$ cat config.mk
export PLATFORM = sky130hd
export DESIGN_NAME = wb_commit_scoreboard_flat
export DESIGN_NICKNAME = d
export VERILOG_FILES = /design/src/rtl/wb_commit_scoreboard_if.sv /design/src/rtl/wb_commit_scoreboard.sv /design/src/flat_wrapper.sv
export SDC_FILE = /design/constraint.sdc
export NUM_CORES = 1
export LEC_CHECK = 0
export ABC_AREA = 1
export ABC_CLOCK_PERIOD_IN_PS = 6500
export BUFFER_PORTS_ARGS = -buffer_cell sky130_fd_sc_hd__buf_2
export CORE_MARGIN = 5
export CORE_UTILIZATION = 55
export CTS_BUF_LIST = sky130_fd_sc_hd__clkbuf_4
export DETAILED_ROUTE_END_ITERATION = 10
export GPL_ROUTABILITY_DRIVEN = 0
export PLACE_DENSITY = 0.75
export SLEW_MARGIN = 20
export SYNTH_ARGS = -nofsm -noshare
export SYNTH_HDL_FRONTEND = slang
export SYNTH_SLANG_ARGS = --single-unit
$ cat constraint.sdc
create_clock -name clk -period 6.5 [get_ports clk]
set_input_delay 1.625 -clock clk [delete_from_list [all_inputs] [get_ports clk]]
set_output_delay 1.625 -clock clk [all_outputs]
set_load 0.01 [all_outputs]
$ cat src/rtl/wb_commit_scoreboard_if.sv
// Completion-pair handshake from the two execute lanes into the writeback scoreboard.
// Latency: none, plain wires.
// Backpressure: the consumer drives cmp_ready; a pair transfers when cmp_valid && cmp_ready.
interface wb_commit_scoreboard_if #(
  parameter int XLEN = 64,
  parameter int AW   = 5
);
  logic            cmp_valid;
  logic            cmp_ready;
  logic            cmp_wen1;
  logic [AW-1:0]   cmp_rd1;
  logic [XLEN-1:0] cmp_data1;
  logic            cmp_wen2;
  logic [AW-1:0]   cmp_rd2;
  logic [XLEN-1:0] cmp_data2;

  // Execute lanes produce completion pairs.
  modport master (
    output cmp_valid, cmp_wen1, cmp_rd1, cmp_data1, cmp_wen2, cmp_rd2, cmp_data2,
    input  cmp_ready
  );

  // Writeback scoreboard consumes completion pairs.
  modport slave (
    input  cmp_valid, cmp_wen1, cmp_rd1, cmp_data1, cmp_wen2, cmp_rd2, cmp_data2,
    output cmp_ready
  );
endinterface

$ cat src/rtl/wb_commit_scoreboard.sv
// Writeback driver: buffers completion pairs, drains one pair per cycle onto two RF write ports, tracks pending writes.
// Latency: a pair pushed into an empty unstalled FIFO drives the write enables one edge later.
// Backpressure: cmp_ready drops when the pair-FIFO is full (a same-cycle pop does not help); wb_stall freezes draining.
module wb_commit_scoreboard #(
  parameter int DEPTH = 4,
  parameter int XLEN  = 64,
  parameter int AW    = 5
) (
  input  logic                     clk,
  input  logic                     rst,
  input  logic                     iss_valid1,
  input  logic [AW-1:0]            iss_rd1,
  input  logic                     iss_valid2,
  input  logic [AW-1:0]            iss_rd2,
  wb_commit_scoreboard_if.slave    cmp,
  input  logic                     wb_stall,
  output logic                     Wen1,
  output logic [AW-1:0]            Rd_addr1,
  output logic [XLEN-1:0]          write_data1,
  output logic                     Wen2,
  output logic [AW-1:0]            Rd_addr2,
  output logic [XLEN-1:0]          write_data2,
  output logic [31:0]              busy,
  output logic [$clog2(DEPTH):0]   count
);

  localparam int PW = $clog2(DEPTH);
  localparam int CW = PW + 1;

  typedef struct packed {
    logic            wen1;
    logic [AW-1:0]   rd1;
    logic [XLEN-1:0] data1;
    logic            wen2;
    logic [AW-1:0]   rd2;
    logic [XLEN-1:0] data2;
  } entry_t;

  entry_t          mem_q [DEPTH];
  entry_t          in_c;
  entry_t          head_c;

  logic [PW-1:0]   wr_ptr_q, wr_ptr_d;
  logic [PW-1:0]   rd_ptr_q, rd_ptr_d;
  logic [CW-1:0]   count_q, count_d;

  logic            wen1_q, wen1_d;
  logic            wen2_q, wen2_d;
  logic [AW-1:0]   rd1_q, rd1_d;
  logic [AW-1:0]   rd2_q, rd2_d;
  logic [XLEN-1:0] data1_q, data1_d;
  logic [XLEN-1:0] data2_q, data2_d;
  logic [31:0]     busy_q, busy_d;

  logic            ready_c;
  logic            push_c;
  logic            pop_c;
  logic            set_r;
  logic            clr_r;

  // Handshake decode: ready depends only on occupancy, and is held low throughout reset.
  always_comb begin
    ready_c = !rst && (count_q < CW'(DEPTH));
    push_c  = cmp.cmp_valid && ready_c;
    pop_c   = (count_q != '0) && !wb_stall;
    head_c  = mem_q[rd_ptr_q];
    in_c    = '{wen1: cmp.cmp_wen1, rd1: cmp.cmp_rd1, data1: cmp.cmp_data1,
                wen2: cmp.cmp_wen2, rd2: cmp.cmp_rd2, data2: cmp.cmp_data2};
  end

  assign cmp.cmp_ready = ready_c;

  // Pointer/occupancy next state and write-port loading; x0 and same-pair WAW are filtered, lane 2 is younger and wins.
  always_comb begin
    wr_ptr_d = wr_ptr_q;
    rd_ptr_d = rd_ptr_q;
    count_d  = count_q;
    wen1_d   = 1'b0;
    wen2_d   = 1'b0;
    rd1_d    = rd1_q;
    rd2_d    = rd2_q;
    data1_d  = data1_q;
    data2_d  = data2_q;
    if (push_c) begin
      wr_ptr_d = wr_ptr_q + PW'(1);
    end
    if (pop_c) begin
      rd_ptr_d = rd_ptr_q + PW'(1);
      wen2_d   = head_c.wen2 && (head_c.rd2 != '0);
      wen1_d   = head_c.wen1 && (head_c.rd1 != '0) &&
                 !(head_c.wen2 && (head_c.rd2 == head_c.rd1));
      rd1_d    = head_c.rd1;
      rd2_d    = head_c.rd2;
      data1_d  = head_c.data1;
      data2_d  = head_c.data2;
    end
    case ({push_c, pop_c})
      2'b10:   count_d = count_q + CW'(1);
      2'b01:   count_d = count_q - CW'(1);
      default: count_d = count_q;
    endcase
  end

  // Pending-write scoreboard: a new issue beats a retiring write to the same register; x0 never pends.
  always_comb begin
    busy_d = busy_q;
    set_r  = 1'b0;
    clr_r  = 1'b0;
    for (int r = 1; r < 32; r++) begin
      set_r = (iss_valid1 && (iss_rd1 == AW'(r))) || (iss_valid2 && (iss_rd2 == AW'(r)));
      clr_r = (wen1_d && (rd1_d == AW'(r))) || (wen2_d && (rd2_d == AW'(r)));
      if (set_r) begin
        busy_d[r] = 1'b1;
      end else if (clr_r) begin
        busy_d[r] = 1'b0;
      end
    end
    busy_d[0] = 1'b0;
  end

  // State registers; reset discards buffered pairs and clears the write ports and scoreboard.
  always_ff @(posedge clk or posedge rst) begin
    if (rst) begin
      wr_ptr_q <= '0;
      rd_ptr_q <= '0;
      count_q  <= '0;
      wen1_q   <= 1'b0;
      wen2_q   <= 1'b0;
      rd1_q    <= '0;
      rd2_q    <= '0;
      data1_q  <= '0;
      data2_q  <= '0;
      busy_q   <= '0;
    end else begin
      wr_ptr_q <= wr_ptr_d;
      rd_ptr_q <= rd_ptr_d;
      count_q  <= count_d;
      wen1_q   <= wen1_d;
      wen2_q   <= wen2_d;
      rd1_q    <= rd1_d;
      rd2_q    <= rd2_d;
      data1_q  <= data1_d;
      data2_q  <= data2_d;
      busy_q   <= busy_d;
    end
  end

  // Pair storage; contents need no reset because occupancy gates every read.
  always_ff @(posedge clk) begin
    if (push_c) begin
      mem_q[wr_ptr_q] <= in_c;
    end
  end

  assign Wen1        = wen1_q;
  assign Wen2        = wen2_q;
  assign Rd_addr1    = rd1_q;
  assign Rd_addr2    = rd2_q;
  assign write_data1 = data1_q;
  assign write_data2 = data2_q;
  assign busy        = busy_q;
  assign count       = count_q;

endmodule

$ cat src/flat_wrapper.sv
// flat-port wrapper written by rule: the top's interface ports become plain ports
module wb_commit_scoreboard_flat 
#(
  parameter int DEPTH = 4,
  parameter int XLEN  = 64,
  parameter int AW    = 5
)
  (clk, rst, iss_valid1, iss_rd1, iss_valid2, iss_rd2, wb_stall, Wen1, Rd_addr1, write_data1, Wen2, Rd_addr2, write_data2, busy, count, cmp_cmp_valid, cmp_cmp_wen1, cmp_cmp_rd1, cmp_cmp_data1, cmp_cmp_wen2, cmp_cmp_rd2, cmp_cmp_data2, cmp_cmp_ready);
  wb_commit_scoreboard_if #(.XLEN(XLEN), .AW(AW)) cmp_i ();
  input  logic clk;
  input  logic rst;
  input  logic iss_valid1;
  input  logic [AW-1:0] iss_rd1;
  input  logic iss_valid2;
  input  logic [AW-1:0] iss_rd2;
  input  logic wb_stall;
  output logic Wen1;
  output logic [AW-1:0] Rd_addr1;
  output logic [XLEN-1:0] write_data1;
  output logic Wen2;
  output logic [AW-1:0] Rd_addr2;
  output logic [XLEN-1:0] write_data2;
  output logic [31:0] busy;
  output logic [$clog2(DEPTH):0] count;
  input wire logic [$bits(cmp_i.cmp_valid)-1:0] cmp_cmp_valid;
  input wire logic [$bits(cmp_i.cmp_wen1)-1:0] cmp_cmp_wen1;
  input wire logic [$bits(cmp_i.cmp_rd1)-1:0] cmp_cmp_rd1;
  input wire logic [$bits(cmp_i.cmp_data1)-1:0] cmp_cmp_data1;
  input wire logic [$bits(cmp_i.cmp_wen2)-1:0] cmp_cmp_wen2;
  input wire logic [$bits(cmp_i.cmp_rd2)-1:0] cmp_cmp_rd2;
  input wire logic [$bits(cmp_i.cmp_data2)-1:0] cmp_cmp_data2;
  output wire logic [$bits(cmp_i.cmp_ready)-1:0] cmp_cmp_ready;
  assign cmp_i.cmp_valid = cmp_cmp_valid;
  assign cmp_i.cmp_wen1 = cmp_cmp_wen1;
  assign cmp_i.cmp_rd1 = cmp_cmp_rd1;
  assign cmp_i.cmp_data1 = cmp_cmp_data1;
  assign cmp_i.cmp_wen2 = cmp_cmp_wen2;
  assign cmp_i.cmp_rd2 = cmp_cmp_rd2;
  assign cmp_i.cmp_data2 = cmp_cmp_data2;
  assign cmp_cmp_ready = cmp_i.cmp_ready;
  wb_commit_scoreboard #(.DEPTH(DEPTH), .XLEN(XLEN), .AW(AW)) u_core (.clk(clk), .rst(rst), .iss_valid1(iss_valid1), .iss_rd1(iss_rd1), .iss_valid2(iss_valid2), .iss_rd2(iss_rd2), .cmp(cmp_i), .wb_stall(wb_stall), .Wen1(Wen1), .Rd_addr1(Rd_addr1), .write_data1(write_data1), .Wen2(Wen2), .Rd_addr2(Rd_addr2), .write_data2(write_data2), .busy(busy), .count(count));
endmodule
---- Word level (Yosys, flattened, before mapping) ----
Memory sizes are Yosys's and may differ from the RTL's.
Index checks and enable logic that the tools add are counted.
cells by class
  add/sub/neg operators ................... 4
  $mul .................................... 0
  div/mod/pow operators ................... 0
  $lt $le $gt $ge ......................... 1
  equal/unequal tests ..................... 127
  shifts and indexed selects .............. 0
  muxes and demuxes ....................... 69
  bitwise operators ....................... 0
  reduce and logical (&&, ||, !) cells .... 231
operators with widths
  kind                   count
  $eq A5 B5 Y1 const B   64
  $eq A5 B4 Y1 const B   32
  $logic_and A1 B1 Y1    131
  $eq A5 B3 Y1 const B   16
  $mux W1                66
  $reduce_bool A2 Y1     32
  $logic_or A1 B1 Y1     62
  $eq A5 B2 Y1 const B   8
  $eq A5 B1 Y1 const B   4
  $mux W5                2
  $reduce_bool A5 Y1     2
  $pmux W3 S2            1
  $eq A5 B5 Y1           1
  $add A2 B1 Y2 const B  2
  $add A3 B1 Y3 const B  1
  $logic_not A1 Y1       3
  $lt A3 B3 Y1 const B   1
  $reduce_bool A3 Y1     1
  $sub A3 B1 Y3 const B  1
  $eq A2 B1 Y1 const B   1
  $eq A2 B2 Y1 const B   1
storage, ports and cells
  register bits ........................... 178
  bits in latches ......................... 0
  memory bits (writable) .................. 560
  bits in read-only memories .............. 0
  output and inout bits ................... 176
  logic and storage cells ................. 473
  memories kept ........................... 1
memory list
  memory        words  bits a word  rd ports  clocked after memory_dff  write ports  line                        RTL
  u_core.mem_q  4      140          1         0                         1            wb_commit_scoreboard.sv:39  entry_t mem_q [DEPTH];

---- Logic depth before layout (Yosys ltp) ----
An unclocked memory read counts as a cell.
  word-level depth ........................ 10
  gate-level depth with buffers ........... 15
  gate-level depth less buffers ........... 13

---- Worst setup path after synthesis ----
No wires, ideal clock.
  path kind ............................... input -> register
  start point ............................. input port rst
  end point ............................... memory u_core.mem_q[0][0] (netlist name) (enable)
  arrival ................................. 7.907 ns
  path slack .............................. -2.049 ns
  cell stages on the path ................. 3
  buffers on the path ..................... 0
  cells stage by stage .................... nor2_1 > nand2_1 > nor2_1
on the way
  word-level cells in the longest chain between the ends .. 5
RTL lines
  item                           line                         RTL
  start, declared                flat_wrapper.sv:11           input logic rst;
  $logic_not A1 Y1 (no line)     --
  $logic_and A1 B1 Y1            wb_commit_scoreboard.sv:63   ready_c = !rst && (count_q < CW'(DEPTH));
  $logic_and A1 B1 Y1            wb_commit_scoreboard.sv:64   push_c = cmp.cmp_valid && ready_c;
  $mux W1                        wb_commit_scoreboard.sv:150  if (push_c) begin
  $mux W1 (implied by the code)  wb_commit_scoreboard.sv:151  mem_q[wr_ptr_q] <= in_c;
  end, declared                  wb_commit_scoreboard.sv:39
Every way passes these cells.

---- Worst setup path after layout ----
  start point ............................. register u_core.rd_ptr_q[0]
  end point ............................... register u_core.data2_q[18], in the netlist u_core.write_data2[18]
on the way
  word-level cells in the longest chain between the ends .. 1
RTL lines
  item                    line                         RTL
  start, declared         wb_commit_scoreboard.sv:44   logic [PW-1:0] rd_ptr_q, rd_ptr_d;
  start signal, assigned  wb_commit_scoreboard.sv:136  rd_ptr_q <= rd_ptr_d;
  $mem_v2 Z4 W140         --
  end signal, assigned    wb_commit_scoreboard.sv:143  data2_q <= data2_d;
  end, declared           wb_commit_scoreboard.sv:52   logic [XLEN-1:0] data2_q, data2_d;
Every way passes these cells.
A chain may end at the register's enable or synchronous reset.

==> results.md <==
* Outcome: completed
* Yosys top cell area share at 57.5%
* First-pass GRT wire length at 112 mm
* Worst path max stage delay at 0.86 ns
* Post-synthesis cell type count at 31
* Reg-to-Reg Start: u_core.rd_ptr_q[0]$_DFFE_PP0N_
* Post-CTS Setup Bufs at 0
* Largest net degree at the start of global routing at 172
* Worst-path cell chain: inv_6 > buf_4 > buf_4 > o21ai_0 > a31oi_1
* PwrDens at 449 mW/mm²
* CP Capture Type: flop
* Register bit total from synthesis at 738
* Top cells by area, synth: edfxtp_1, dfrtp_1, nor2_1
* H-tree level count at 4
* Worst min-delay path class: reg -> reg
* TritonRoute pass-1 iters at 9
* Cts repair resizes at 0
* Finish-stage setup viols at 0
* Crit path max-delay family: buffers and inverters
* Placed cell areas at 0.0315 mm²
* Die Wd at 241 µm
* Post-CTS Hold Buffers at 0
* Yosys top cell by area: edfxtp_1
* Final Skew at 0.0606 ns
* Post-Synthesis Cells at 2568
* Relative slew slack at 31.6%
* Via density per instance at 5.49
* Leakage at 13.1 nW
* Share of cells above drive strength 1 at 21.8%
* Crit Path Max Fanout at 102
* Synth-to-layout area growth at 16.0%
* Rows at 84
* Most frequent CP cell: buf_4
* Finished Layout Cells at 3822
* Arrival time worst endpoint at 4.58 ns
* Unrepaired setup endpoints after global routing: false
* Top post-synthesis cells by count: nor2_1, edfxtp_1, nand2_1
* Total die area at 0.0579 mm²
* Minimum clock period at 3.70 ns
* GRT overflow at 0
* Area taken by multi-input logic gates at 0.00696 mm²
* Seq/Total Area, Yosys at 72.7%
* Core Area at 0.0527 mm²
* Reg clk slew, reported paths at 0.07 ns
* WL per Instance at 19.1 µm
* Utilization after layout at 64.5%
* WP data required at 7.38 ns
* CTS Buf Count at 183
* Fin crit share at 56.9%
* CP max stage cell: buf_4
* Hold Slack at 0.481 ns
* Net Count, Synth at 2730
* Peak VDD IR at 0.000262 V
* Final routed DRC violation total at 0
* Buf/Inv on CP at 3
* # clock sinks at 738
* # port buffers at 330
* CTS tree: built
* Final hold viol count at 0
* I/O pin cnt at 332
* Critical path type: reg -> reg
* Critical path origin: u_core.rd_ptr_q[0]$_DFFE_PP0N_
* DR iter-0 viols at 1853
* Worst-Skew Late Latency at 1.01 ns
* Final wirelength at 73.2 mm
* Dpl cells at 3470
* Fill cells at 3986
* Asr flop ratio synth at 24.1%
* Top-count cell post-synth: nor2_1
* Max-slew violation count at 0
* Final layout net count at 3129
* Initial antenna violation count at 19
* Starting Density at 55.6%
* CTS max path bufs at 3
* Beginning of the worst hold path: u_core.mem_q[1][57]$_DFFE_PP_
* Die H at 241 µm
* Vias in the first global route at 20937
* Syn Area/Cell at 11.4 µm²
* Yosys warnings at 0
* Worst-margin pin slew at 1.03 ns
* Max-cap viol count at 0
* Post-synth EDFFs at 560
* DP Wirelength at 43.0 mm
* Total track usage at 24.9%
* Seq. cell area at 0.0213 mm²
* Post-synthesis cell area at 0.0293 mm²
* Clock root buffer: clkbuf_4
* Vias at 20995
* Top_reg_cell synth: edfxtp_1
* Fin area at 0.0339 mm²
* Setup crit start kind: flop
* Peak Freq at 0.270 GHz
* Final ANT Viol Nets at 0
-- registers in the layout, indices dropped and copies added (netlist names) --
name / count
u_core.mem_q: 560
u_core.write_data1: 64
u_core.write_data2: 64
u_core.busy: 31
u_core.Rd_addr1: 5
u_core.Rd_addr2: 5
u_core.count: 3
u_core.rd_ptr_q: 2
u_core.wr_ptr_q: 2
u_core.Wen1: 1
u_core.Wen2: 1
-- path summary, 6_finish.rpt --
kind	end	slack, ns	depth (start not counted)
min reg2reg	u_core.write_data2[57]$_DFFE_PP0N_	0.48	2
max in group asynchronous	u_core.write_data2[56]$_DFFE_PP0N_	4.71	3
max	u_core.write_data2[18]$_DFFE_PP0N_	2.80	5
min	u_core.write_data2[57]$_DFFE_PP0N_	0.48	2
min in group asynchronous	u_core.count[2]$_DFFE_PP0P_	0.73	2
max reg2reg	u_core.write_data2[18]$_DFFE_PP0N_	2.80	5
-- report_power, final --
group          switching, mW  internal (mW)  total, mW
Combinational           3.29           1.51       4.81
Sequential             0.557           5.94       6.49
Clock                   1.84           2.10       3.95
-- metrics by stage --
step | total power [mW] | TNS, ns | worst slack [ns]
after CTS | 15.3 | 0 | 2.82
after floorplan | 9.67 | -1147.57 | -2.05
after detailed placement | 11.4 | 0 | 2.58
after global placement | 11.2 | 0 | 2.62
after global routing | 16.2 | 0 | 2.58
final | 15.2 | 0 | 2.80
-- worst register-to-register path, stage by stage (launching register included) --
cell,delay (ns)
dfrtp_4,0.73
inv_6,0.62
buf_4,0.79
buf_4,0.87
o21ai_0,0.34
a31oi_1,0.24
-- layout make-up --
| type | instances | area share [%] |
|---|---|---|
| Sequential cell | 738 | 62.7 |
| Multi-Input combinational cell | 1581 | 20.5 |
| Timing Repair Buffer | 355 | 5.71 |
| Tap cell | 688 | 2.54 |
| Clock buffer | 282 | 6.24 |
| Clock inverter | 54 | 0.962 |
| Antenna cell | 16 | 0.118 |
| Inverter | 108 | 1.24 |
-- per-layer routing --
metal	wire length, µm	global-route usage (%)	vias to the layer above
met3	6390	7.82	202
met1	28700	31.5	10131
met5	146	0	-
met4	1990	9.53	24
met2	35900	40.8	874
li1	-	-	9764
-- kinds of logic after synthesis --
| family | count (synthesis) | share of synthesized area (%) |
|---|---|---|
| AOI/OAI and AO/OA | 429 | 8.10 |
| xor gates and xnor gates | 4 | 0.120 |
| adders and majority gates | 6 | 0.282 |
| buffers and inverters | 249 | 3.67 |
| DFF | 738 | 72.7 |
| other | 1 | 0.0128 |
| and+or+nand+nor | 1141 | 15.1 |
-- cell usage in the layout (no fill, tap or decap), types with 2 or more instances in the layout --
master	n
buf_12	8
buf_2	330
nand2_1	304
ha_1	5
nor2_1	749
bufinv_16	3
nor2_4	5
buf_4	17
o32ai_1	3
dfrtp_1	176
a31oi_1	128
dfrtp_4	2
edfxtp_1	560
nor2_2	7
diode_2	16
xor2_1	2
o21ai_0	260
inv_2	3
nand3_2	3
clkbuf_4	282
clkinv_2	2
xnor2_1	2
nand3_1	70
a21oi_1	3
clkinvlp_4	6
o22ai_1	29
inv_1	103
o21ai_1	4
inv_6	3
clkinv_4	2
clkinv_1	38
(Power assumes the default switching activity.)
